<file path="src/rtl/noc_input_fifo.sv">
// -----------------------------------------------------------------------------
// noc_input_fifo
//
// Per-port input buffer of the NoC router. Flits arrive from the neighbouring
// router over an RTS/CTS handshake, are held in a circular FIFO, and the head
// flit is presented to the crossbar. Any output arbiter granting this input
// port pops the head flit.
//
// Ports:
//   clk        rising-edge clock for all state
//   rst        synchronous active-high reset; clears pointers, count, CTS and
//              every memory entry
//   RX         incoming flit, held stable by upstream while DRTS is high
//   DRTS       upstream request-to-send
//   read_en_*  grants from the N/E/W/S/L output arbiters (one-hot expected)
//   CTS        registered clear-to-send pulse back to upstream
//   Data_out   head flit, first-word-fall-through (stale when empty)
//   empty      no valid entries
//   full       DEPTH valid entries
//   count      number of valid entries, 0..DEPTH
// -----------------------------------------------------------------------------
module noc_input_fifo #(
   parameter int DATA_WIDTH = 32,
   parameter int DEPTH      = 4    // power of 2, minimum 2
) (
   input  logic                    clk,
   input  logic                    rst,
   input  logic [DATA_WIDTH-1:0]   RX,
   input  logic                    DRTS,
   input  logic                    read_en_N,
   input  logic                    read_en_E,
   input  logic                    read_en_W,
   input  logic                    read_en_S,
   input  logic                    read_en_L,
   output logic                    CTS,
   output logic [DATA_WIDTH-1:0]   Data_out,
   output logic                    empty,
   output logic                    full,
   output logic [$clog2(DEPTH):0]  count
);

   localparam int PTR_W = $clog2(DEPTH);
   localparam int CNT_W = PTR_W + 1;

   logic [DATA_WIDTH-1:0] mem [DEPTH];
   logic [PTR_W-1:0]      write_ptr;
   logic [PTR_W-1:0]      read_ptr;

   logic                  read_req;
   logic                  read_en_fire;
   logic                  cts_next;

   // Flags and handshake decisions look only at current state: a pop in the
   // same cycle does not make room for a write (no bypass path).
   always_comb begin
      // NOTE: every signal written here is assigned on every pass through the
      // block, so no path can leave one holding its old value (no latch).
      empty        = (count == '0);
      full         = (count == CNT_W'(DEPTH));
      read_req     = read_en_N | read_en_E | read_en_W | read_en_S | read_en_L;
      read_en_fire = read_req & ~empty;
      // CTS is a one-cycle pulse: a write is accepted only while CTS is low,
      // which gives upstream a cycle to drop DRTS before it could re-trigger.
      cts_next     = DRTS & ~CTS & ~full;
   end

   assign Data_out = mem[read_ptr];

   always_ff @(posedge clk) begin
      if (rst) begin
         write_ptr <= '0;
         read_ptr  <= '0;
         count     <= '0;
         CTS       <= 1'b0;
         // NOTE: the storage array is reset as well so Data_out reads zero
         // after reset instead of leftover flits from before the reset.
         for (int i = 0; i < DEPTH; i++) begin
            mem[i] <= '0;
         end
      end else begin
         // NOTE: all state here uses non-blocking assignments so every
         // register samples the pre-edge values, independent of statement order.
         CTS <= cts_next;

         if (cts_next) begin
            mem[write_ptr] <= RX;
            write_ptr      <= write_ptr + PTR_W'(1);   // wraps at DEPTH
         end

         if (read_en_fire) begin
            read_ptr <= read_ptr + PTR_W'(1);          // wraps at DEPTH
         end

         case ({cts_next, read_en_fire})
            2'b10:   count <= count + CNT_W'(1);
            2'b01:   count <= count - CNT_W'(1);
            default: count <= count;                   // idle, or push+pop
         endcase
      end
   end

endmodule
</file>
<file path="config.mk">
export PLATFORM = sky130hd
export DESIGN_NAME = noc_input_fifo
export DESIGN_NICKNAME = d
export VERILOG_FILES = /design/src/rtl/noc_input_fifo.sv
export SDC_FILE = /design/constraint.sdc
export NUM_CORES = 1
export LEC_CHECK = 0
export CAP_MARGIN = 20
export CORE_ASPECT_RATIO = 1.2
export CORE_UTILIZATION = 30
export CTS_BUF_LIST = sky130_fd_sc_hd__clkbuf_8
export DETAILED_ROUTE_END_ITERATION = 8
export HOLD_SLACK_MARGIN = 0.1
export PLACE_DENSITY_LB_ADDON = 0.25
export SLEW_MARGIN = 20
export SYNTH_ARGS = -nofsm -noshare
export SYNTH_HDL_FRONTEND = slang
export SYNTH_SLANG_ARGS = --single-unit
</file>
<file path="constraint.sdc">
create_clock -name clk -period 11.63 [get_ports clk]
set_input_delay 1.7445 -clock clk [delete_from_list [all_inputs] [get_ports clk]]
set_output_delay 1.7445 -clock clk [all_outputs]
set_load 0.1 [all_outputs]
</file>
# ---- Word level (Yosys, flattened, before mapping)
# Memory sizes are Yosys's and may differ from the RTL's. A register that Yosys moved wholly into a read port is not among the register bits.
# Cells that the tools add are included.
dict set report classes {
  n_eq_ne 3
  reduce_logical 3
  mux 11
  addsub 4
  n_bitwise 10
}
# operator n
set op_table {}
lappend op_table {{$mux W32} 1}
lappend op_table {{$reduce_or A32 Y1} 1}
lappend op_table {{$mux W1} 6}
lappend op_table {{$mux W2} 3}
lappend op_table {{$pmux W3 S2} 1}
lappend op_table {{$add A2 B1 Y2 const B} 2}
lappend op_table {{$or A1 B1 Y1} 4}
lappend op_table {{$add A3 B1 Y3 const B} 1}
lappend op_table {{$and A1 B1 Y1} 3}
lappend op_table {{$eq A3 B3 Y1 const B} 1}
lappend op_table {{$logic_not A3 Y1} 1}
lappend op_table {{$not A1 Y1} 3}
lappend op_table {{$sub A3 B1 Y3 const B} 1}
lappend op_table {{$eq A2 B1 Y1 const B} 1}
lappend op_table {{$eq A2 B2 Y1 const B} 1}
lappend op_table {{$reduce_bool A2 Y1} 1}
dict set report word_totals {
  output_inout_bits 38
  in_bits 40
  ram_bits 128
  ff_bits 8
  n_memories 1
  wordCells 36
}
# memory depth word_bits read_ports rd_clocked_by_memory_dff write_ports line_no
set mem_list {}
lappend mem_list {mem 4 32 1 1 4 45} ;# logic [DATA_WIDTH-1:0] mem [DEPTH];

# ---- Longest topological paths before layout
# Gate-level depths: netlist (run 1).
dict set report logic_depth {
  word_depth 8
  mapped_depth 10
  mapped_depth_nobuf 9
}

# ---- Least setup slack after synthesis (run 1)
# OpenSTA, ideal clock, no wires.
dict set report synth_path {
  kind {input -> register}
  startpoint {input DRTS}
  endpoint {memory mem[1][0] (enable)}
  path_buffers 1
  t_required_ns 11.119
  path_stages 3
  arrival_time_ns 5.306
  setup_time_ns 0.511
  slack_ns 5.813
  path_cell_list {nand2b_1 > buf_2 > o41ai_1}
}
# item line_no
set synth_rtl {}
lappend synth_rtl {{from (decl)} 29} ;# input logic DRTS,
lappend synth_rtl {{to (decl)} 45}

==> results of run 1 <==
## report_power, final
group | switching (mW) | total (mW) | leakage [nW] | internal (mW)
sequential | 0.0382 | 0.635 | 1.41 | 0.597
clock | 0.182 | 0.434 | 0.232 | 0.253
combinational | 0.500 | 0.700 | 1.05 | 0.200
## placed cells by master (no fill, tap or decap), types with 2 or more instances in the layout
cell type / netlist / final
buf_4: 0 / 9
nand2b_1: 3 / 3
clkbuf_8: 0 / 17
xor2_1: 2 / 2
o21ai_0: 2 / 2
nor2_1: 9 / 9
edfxtp_1: 128 / 128
clkdlybuf4s50_1: 0 / 77
dfxtp_2: 0 / 2
and2_1: 128 / 128
mux4_2: 32 / 32
or3_1: 2 / 2
dfxtp_1: 10 / 8
nor4b_4: 2 / 2
clkinv_2: 0 / 5
mux2_2: 3 / 3
a21oi_1: 4 / 4
inv_1: 8 / 10
bufinv_16: 0 / 5
## logic make-up (layout without fill, tap and decap cells)
logic type | after synthesis | in the layout | share of synthesized area
simple gates | 151 | 151 | 0.163
flops | 138 | 138 | 0.670
mux | 35 | 35 | 0.125
buf+inv | 30 | 126 | 0.0224
compound gates | 11 | 11 | 0.0118
fa+ha+maj | 2 | 2 | 0.00539
xor+xnor | 2 | 2 | 0.00290
## metal layers
metal  wire [um]  part of all wire
met4         164             0.013
met3         471             0.036
met1        5410              0.41
met5           0                 0
met2        7010              0.54
## worst max-delay path, delay by kind of cell, from the launching register on
family | cells | cell delay [ns]
flops | 1 | 0.56
buf+inv | 2 | 1.51
mux | 1 | 0.61
## per-stage QoR
stage / power, mW / util / area (um^2) / instances / hold slack [ns]
floorplan: 1.19 / - / 6040 / 369 / 0.491
finish: 1.77 / 0.386 / 7570 / 726 / 0.524
global route: 1.83 / 0.386 / 7570 / 726 / 0.568
global placement: 1.35 / 0.363 / 7130 / 694 / 0.507
CTS: 1.79 / 0.386 / 7570 / 726 / 0.528
detailed placement: 1.36 / 0.363 / 7130 / 694 / 0.517
## how the worst max path moves through the flow
stage,start,end,cells past startpoint
floorplan,DRTS,mem[1][0]$_SDFFCE_PN0P_,3
global placement,register,Data_out[28],3
detailed placement,register,Data_out[28],3
CTS,register,Data_out[28],3
global route,register,Data_out[28],3
finish,register,Data_out[28],3
## state kept, by name, summed over array words and instances, names as in the netlist, named ones only
register and count:
write_ptr 2, mem 128, read_ptr 2, CTS 1, count 3
## area by class of cell
| class | count | area [um^2] | area share |
|---|---|---|---|
| Inverter | 8 | 30.0 | 0.00397 |
| Sequential cell | 138 | 4050 | 0.535 |
| Timing Repair Buffer | 86 | 838 | 0.111 |
| Clock buffer | 17 | 234 | 0.0309 |
| Tap cell | 261 | 327 | 0.0432 |
| Clock inverter | 15 | 208 | 0.0274 |
| Multi-Input combinational cell | 201 | 1880 | 0.249 |
==> flow_metrics.env, run 1 <==
export IMPL_core_area_mm2=0.0196
export IMPL_ios=78
export IMPL_start_util=0.308
export IMPL_drtAntennaViolNets=0
export IMPL_die_w_um=131
export IMPL_cts_sinks=138
export IMPL_drc=0
export IMPL_final_setup_viol_count=0
export IMPL_synth_cells=369
export IMPL_post_place_ws_ns=7.14
export IMPL_worst_ep_required_time_ns=9.89
export IMPL_die_y_um=157
export IMPL_ys_top_cells_by_area="edfxtp_1, and2_1, mux4_2"
export IMPL_cts_setup_buffers=0
export IMPL_n_fill_cell=1867
export IMPL_yosys_area_top_type="edfxtp_1"
export IMPL_cap_violations=0
export IMPL_grt_pass1_wl_mm=20.0
export IMPL_cts_tree="built"
export IMPL_status="complete, no violations"
export IMPL_yosysSeqAreaShare=0.670
export IMPL_antenna_found_initial=0
export IMPL_hold_end="count[2]$_SDFFE_PP0P_"
export IMPL_hp_class="reg2reg"
export IMPL_slew_violations=0
export IMPL_drtPass1Iterations=4
export IMPL_start_kind="register"
export IMPL_grtUsageTotal=0.135
export IMPL_clk_pin_slew_worst_paths_ns=0.08
export IMPL_ir_worst_vdd_mv=0.105
export IMPL_worstReg2RegEnd="count[2]$_SDFFE_PP0P_"
export IMPL_crit_chain="buf_4 -> mux4_2 -> clkdlybuf4s50_1"
export IMPL_worst_pin_slew_ns=1.08
export IMPL_finClkSkew_ns=0.00961
export IMPL_final_nets=494
export IMPL_setup_ws_ns=6.76
export IMPL_synthArstFlopShare=0
export IMPL_mappedNetlistArea_mm2=0.00604
export IMPL_std_cell_rows=56
export IMPL_reg2reg_from="CTS$_SDFF_PP0_"
export IMPL_finalCritPeriodShare=0.419
export IMPL_numCtsBuffers=17
export IMPL_cts_hold_buf=0
export IMPL_die_area_mm2=0.0207
export IMPL_grt_pass1_vias=3526
export IMPL_grt_use_met1=0.149
export IMPL_crit_path_max_fanout=23
export IMPL_grtUsageMet3=0.0348
export IMPL_synth_warnings=0
export IMPL_ys_flop_type="edfxtp_1"
export IMPL_post_drt_wl_per_cell_um=18.0
export IMPL_gr_max_usage_layer="met2"
export IMPL_cts_resized=0
export IMPL_wl_mm=13.1
export IMPL_diodes=0
export IMPL_reg2reg_depth=9
export IMPL_port_buffers=77
export IMPL_min_delay_start="count[2]$_SDFFE_PP0P_"
export IMPL_power_density_mw_per_mm2=234
export IMPL_via_per_inst=4.50
export IMPL_clk_latency_ns=0.44
export IMPL_fmax_ghz=0.205
export IMPL_synth_top_cell_area_share=0.637
export IMPL_drt_iter0_drc=170
export IMPL_grtUsageMet2=0.246
export IMPL_min_period_ns=4.87
export IMPL_path_class="reg2out"
export IMPL_ys_types=32
export IMPL_setup_tns_ns=0
export IMPL_clock_root_buffer="clkbuf_8"
export IMPL_synth_edf_count=128
export IMPL_cellLeakagePower_nw=2.69
export IMPL_clock_path_buffers=2
export IMPL_synth_common_cells="and2_1, edfxtp_1, mux4_2"
export IMPL_area_growth_pct=25.4
export IMPL_cpPeakStageDelay_ns=1.00
export IMPL_worstHoldPathCells=2
export IMPL_grt_start_max_net_pins=33
export IMPL_rsz0062_at_grt="false"
export IMPL_drive_gt1_frac=0.183
export IMPL_endpoint_kind="output port"
export IMPL_max_slew_margin=0.278
export IMPL_synth_avg_cell_area_um2=16.4
export IMPL_slowest_stage="clkdlybuf4s50_1"
export IMPL_ys_ff_latch=138
export IMPL_arrival_ns=3.13
export IMPL_overflow=0
export IMPL_num_vias=3267
export IMPL_r2r_setup_slack_ns=9.24
export IMPL_place_gp_congestion=0.659
export IMPL_synth_net_count=411
export IMPL_hold_violations=0
export IMPL_h_tree_depth=4
export IMPL_dpl_hpwl_mm=7.69
Note: power is estimated with default switching activity, not from simulation.
==> run 2, diff against run 1 <==
==> constraint.sdc (replaced) <==
create_clock -name clk -period 4.9 [get_ports clk]
set_input_delay 0.735 -clock clk [delete_from_list [all_inputs] [get_ports clk]]
set_output_delay 0.735 -clock clk [all_outputs]
set_load 0.1 [all_outputs]
==> run 2 against run 1 <==
Final area is 0.28% higher. Sequential share of layout area is 0.15 points lower. Non-clock buffer count stayed put. Via count is 1.2% lower. Critical path type unchanged. Critical endpoint is now Data_out[26]. Largest cell class unchanged. Largest power group unchanged. Highest routed layer unchanged.
==> flow_metrics.env, run 2 (synthesized netlist as in run 1, its figures left out) <==
export IMPL_status="complete, no violations"
export IMPL_die_area_mm2=0.0207
export IMPL_cellLeakagePower_nw=2.67
export IMPL_rsz0062_at_grt="false"
export IMPL_reg2reg_depth=4
export IMPL_final_cell_mix="and2_1, edfxtp_1, clkdlybuf4s50_1, mux4_2, clkbuf_8"
export IMPL_cts_resized=0
export IMPL_hold_violations=0
export IMPL_area_growth_pct=25.7
export IMPL_seqPwrFrac=0.361
export IMPL_cts_setup_buffers=0
export IMPL_drt_iter0_drc=268
export IMPL_std_cell_rows=56
export IMPL_final_nets=494
export IMPL_drc=0
export IMPL_cap_violations=0
export IMPL_drtAntennaViolNets=0
export IMPL_grt_pass1_wl_mm=20.3
export IMPL_post_place_ws_ns=1.39
export IMPL_clock_path_buffers=2
export IMPL_cts_sinks=138
export IMPL_reg2reg_from="CTS$_SDFF_PP0_"
export IMPL_numCtsBuffers=17
export IMPL_diodes=0
export IMPL_cts_tree="built"
export IMPL_p_sw_mw=1.70
export IMPL_start_util=0.308
export IMPL_largest_register_ffs=128
export IMPL_fin_area_mm2=0.00759
export IMPL_finalCritPeriodShare=0.753
export IMPL_slowest_stage="clkdlybuf4s50_1"
export IMPL_r2r_setup_slack_ns=2.28
export IMPL_clock_root_buffer="clkbuf_8"
export IMPL_cts_hold_buf=0
export IMPL_core_area_mm2=0.0196
export IMPL_pwr_share_comb=0.396
export IMPL_drive_gt1_frac=0.179
export IMPL_port_buffers=77
export IMPL_wl_mm=13.0
export IMPL_overflow=0
export IMPL_ir_worst_vdd_mv=0.201
export IMPL_crit_chain="buf_4 -> mux4_2 -> clkdlybuf4s50_1"
export IMPL_clk_latency_ns=0.43
export IMPL_setup_tns_ns=0
export IMPL_arrival_ns=2.95
export IMPL_via_per_inst=4.45
export IMPL_power_density_mw_per_mm2=552
export IMPL_reg_top3="mem (128), count (3)"
export IMPL_die_w_um=131
export IMPL_min_delay_start="count[2]$_SDFFE_PP0P_"
export IMPL_slew_violations=0
export IMPL_fmax_ghz=0.271
export IMPL_dpl_hpwl_mm=7.92
export IMPL_worst_pin_slew_ns=1.03
export IMPL_drtPass1Iterations=4
export IMPL_start_kind="register"
export IMPL_place_gp_congestion=0.689
export IMPL_worstHoldPathCells=2
export IMPL_finClkSkew_ns=0.00714
export IMPL_antenna_found_initial=0
export IMPL_internal_power_mw=2.49
export IMPL_final_setup_viol_count=0
export IMPL_min_period_ns=3.69
export IMPL_swShare=0.405
export IMPL_grt_start_max_net_pins=34
export IMPL_worst_ep_required_time_ns=4.16
export IMPL_die_y_um=157
export IMPL_place_area_mm2=0.00715
export IMPL_post_drt_wl_per_cell_um=17.9
export IMPL_endpoint_kind="output port"
export IMPL_hold_end="count[2]$_SDFFE_PP0P_"
export IMPL_num_vias=3227
export IMPL_h_tree_depth=4
export IMPL_cpPeakStageDelay_ns=0.99
export IMPL_max_slew_margin=0.311
export IMPL_setup_ws_ns=1.21
export IMPL_finalPower_mw=4.19
export IMPL_hp_class="reg2reg"
export IMPL_grtUsageTotal=0.134
export IMPL_crit_path_max_fanout=13
export IMPL_clkPwrFrac=0.243
export IMPL_worstReg2RegEnd="mem[0][15]$_SDFFCE_PN0P_"
export IMPL_grt_pass1_vias=3569
export IMPL_path_class="reg2out"
export IMPL_clk_pin_slew_worst_paths_ns=0.07
export IMPL_ios=78
export IMPL_regMostFlops="mem"
run 2: per-layer routing:
metal  track usage  part of all wire  vias up
li1              -                 -     1521
met1         0.150              0.41     1635
met2         0.247              0.54       62
met3        0.0341             0.035        9
met4        0.0449             0.012        0
met5             0                 0        -
run 2: worst max-delay path by stage:
| stage | start | end | slack, ns | depth (start not counted) |
|---|---|---|---|---|
| after floorplan | count[0]$_SDFFE_PP0P_ | count[2]$_SDFFE_PP0P_ | 0.48 | 8 |
| after global placement | rst | mem[0][19]$_SDFFCE_PN0P_ | 1.48 | 4 |
| after detailed placement | rst | mem[0][16]$_SDFFCE_PN0P_ | 1.39 | 4 |
| after CTS | register | Data_out[31] | 1.10 | 3 |
| after global routing | register | Data_out[29] | 1.01 | 3 |
| final | register | Data_out[26] | 1.21 | 3 |
run 2: area by class of cell:
class | instances | area [um^2]
Clock inverter | 14 | 205
Tap cell | 261 | 327
Fill cell | 1858 | 12000
Inverter | 8 | 30.0
Sequential cell | 138 | 4050
Clock buffer | 17 | 234
Timing Repair Buffer | 86 | 851
Multi-Input combinational cell | 201 | 1900
run 2: per-stage QoR:
step / std cells / hold WS [ns] / utilization
final: 725 / 0.532 / 0.387
after global routing: 725 / 0.574 / 0.387
after CTS: 725 / 0.540 / 0.387
after detailed placement: 694 / 0.529 / 0.364
after global placement: 694 / 0.509 / 0.364
after floorplan: 369 / 0.491 / -
run 2: power groups by stage:
stage | Combinational [mW] | Sequential [mW] | Clock (mW)
floorplan | 1.29 | 1.53 | 0
detailed placement | 1.68 | 1.55 | 0
global route | 1.73 | 1.53 | 1.09
CTS | 1.68 | 1.52 | 1.04
finish | 1.66 | 1.51 | 1.02
global placement | 1.67 | 1.54 | 0
run 2: critical path, delay by kind of cell, from the launching register on:
family | cells | cell delay (ns)
buffers and inverters | 2 | 1.36
DFF | 1 | 0.59
muxes | 1 | 0.58
==> run 3, diff against run 2 <==
==> constraint.sdc (replaced) <==
create_clock -name clk -period 3.2 [get_ports clk]
set_input_delay 0.48 -clock clk [delete_from_list [all_inputs] [get_ports clk]]
set_output_delay 0.48 -clock clk [all_outputs]
set_load 0.1 [all_outputs]
==> run 3 against run 2 <==
Final cell count up 1.2%. Core utilization is essentially flat. Worst setup slack worse by 0.75 ns. Via count increased by 1.4%. Count of clock-buffer cells in the layout did not move. Hold slack improved by 0.020 ns. Non-clock buffer count is 9 higher. Sequential share of layout area is essentially flat. Sequential power up 52%.
==> flow_metrics.env, run 3 (synthesized netlist as in run 1, its figures left out) <==
export IMPL_status="complete, no violations"
export IMPL_cp_num_buf_inv=2
export IMPL_diodes=0
export IMPL_core_area_mm2=0.0196
export IMPL_drive_gt1_frac=0.277
export IMPL_clk_latency_ns=0.43
export IMPL_cap_violations=0
export IMPL_fmax_ghz=0.365
export IMPL_grtUsageTotal=0.134
export IMPL_start_util=0.308
export IMPL_grt_start_max_net_pins=33
export IMPL_std_cell_rows=56
export IMPL_cts_hold_buf=0
export IMPL_cts_sinks=138
export IMPL_grt_pass1_wl_mm=20.5
export IMPL_largest_register_ffs=128
export IMPL_p_sw_mw=2.64
export IMPL_overflow=0
export IMPL_place_gp_congestion=0.678
export IMPL_drtPass1Iterations=4
export IMPL_ios=78
export IMPL_cp_common_cell="buf_4"
export IMPL_regArea_mm2=0.00405
export IMPL_min_period_ns=2.74
export IMPL_drc=0
export IMPL_drt_iter0_drc=138
export IMPL_post_drt_wl_per_cell_um=17.8
export IMPL_fin_hold_ws_ns=0.552
export IMPL_cellLeakagePower_nw=2.79
export IMPL_cts_resized=0
export IMPL_drtAntennaViolNets=0
export IMPL_max_slew_margin=0.355
export IMPL_clk_pin_slew_worst_paths_ns=0.07
export IMPL_cpPeakStageDelay_ns=0.70
export IMPL_crit_family="flip-flops"
export IMPL_r2r_setup_slack_ns=0.75
export IMPL_hp_class="reg2reg"
export IMPL_clock_path_buffers=2
export IMPL_finalPower_mw=6.28
export IMPL_numCtsBuffers=17
export IMPL_seqPwrFrac=0.366
export IMPL_crit_path_max_fanout=14
export IMPL_setup_tns_ns=0
export IMPL_wl_mm=13.1
export IMPL_final_setup_viol_count=0
export IMPL_crit_chain="buf_4 -> mux4_2 -> buf_4"
export IMPL_cts_tree="built"
export IMPL_area_growth_pct=25.7
export IMPL_antenna_found_initial=0
export IMPL_slowest_stage="dfxtp_2"
export IMPL_internal_power_mw=3.64
export IMPL_finalCritPeriodShare=0.857
export IMPL_path_class="reg2out"
export IMPL_worst_pin_slew_ns=0.964
export IMPL_final_nets=503
export IMPL_dpl_hpwl_mm=8.59
export IMPL_final_cell_mix="and2_1, edfxtp_1, buf_4, clkdlybuf4s50_1, mux4_2"
export IMPL_pwr_share_comb=0.408
export IMPL_rsz0062_at_grt="false"
export IMPL_n_fill_cell=1861
export IMPL_endpoint_kind="output port"
export IMPL_worst_ep_required_time_ns=2.72
export IMPL_die_y_um=157
export IMPL_power_density_mw_per_mm2=828
export IMPL_finClkSkew_ns=0.0106
export IMPL_multi_input_area_mm2=0.00191
export IMPL_via_per_inst=4.46
export IMPL_start_kind="register"
export IMPL_clock_root_buffer="clkbuf_8"
export IMPL_grt_pass1_vias=3616
export IMPL_slew_violations=0
export IMPL_ir_worst_vdd_mv=0.329
export IMPL_die_area_mm2=0.0207
export IMPL_num_vias=3273
export IMPL_h_tree_depth=4
export IMPL_clkPwrFrac=0.226
export IMPL_reg_top3="mem (128), count (3)"
export IMPL_arrival_ns=2.26
export IMPL_regMostFlops="mem"
export IMPL_cts_setup_buffers=0
export IMPL_port_buffers=77
export IMPL_die_w_um=131
export IMPL_hold_violations=0
export IMPL_swShare=0.421
[run 3: cell types whose count changed in the layout (fill, tap and decap cells not counted)]
cell	change
buf_4	+42
clkinv_4	+2
bufinv_16	-2
clkdlybuf4s50_1	-38
nor3_4	+1
nor3_1	-1
buf_12	+5
inv_1	+2
clkinv_1	-2
clkinv_2	+1
clkinvlp_4	-1
[run 3: power groups by stage]
stage | Clock [mW] | Sequential (mW) | Combinational, mW
after CTS | 1.44 | 2.31 | 2.61
after global placement | 0 | 2.34 | 2.59
after detailed placement | 0 | 2.35 | 2.60
final | 1.42 | 2.30 | 2.57
after floorplan | 0 | 2.34 | 1.99
after global routing | 1.52 | 2.33 | 2.67
[run 3: path summary, 6_finish.rpt]
check,from,cells past startpoint,to
max,register,3,Data_out[6]
min,write_ptr[0]$_SDFFE_PP0P_,2,write_ptr[0]$_SDFFE_PP0P_
max reg2reg,count[2]$_SDFFE_PP0P_,9,count[2]$_SDFFE_PP0P_
min reg2reg,write_ptr[0]$_SDFFE_PP0P_,2,write_ptr[0]$_SDFFE_PP0P_
[run 3: layer usage]
layer / track usage / share of wire / routed length [um] / vias up
li1: - / - / - / 1537
met1: 0.150 / 0.41 / 5360 / 1654
met2: 0.249 / 0.54 / 7090 / 71
met3: 0.0312 / 0.035 / 461 / 11
met4: 0.0482 / 0.011 / 142 / 0
met5: 0 / 0 / 0 / -
[run 3: through the flow]
| step | cells | worst slack [ns] | util | cell area, um^2 |
|---|---|---|---|---|
| 5_1_grt | 734 | 0.287 | 0.387 | 7590 |
| 3_5_place_dp | 703 | 0.434 | 0.367 | 7200 |
| 4_1_cts | 734 | 0.343 | 0.387 | 7590 |
| 3_3_place_gp | 703 | 0.471 | 0.367 | 7200 |
| 6_report | 734 | 0.457 | 0.387 | 7590 |
| 2_1_floorplan | 369 | 0.0574 | - | 6080 |
[run 3: worst reg2reg max path: stages, from the launching register on]
cell     delay [ns]
dfxtp_1        0.44
nor3b_2        0.49
nor2_1         0.14
inv_1          0.09
ha_1           0.18
inv_1          0.06
fa_1           0.38
xor2_1         0.16
or3_1          0.30
a21oi_1        0.14
[run 3: area by class of cell]
class / count / area share
inverters: 8 / 0.00396
repair buffers: 95 / 0.117
flip-flops and latches: 138 / 0.533
multi-input cells: 201 / 0.251
clock inverters: 14 / 0.0211
well taps: 261 / 0.0430
clock buffers: 17 / 0.0308
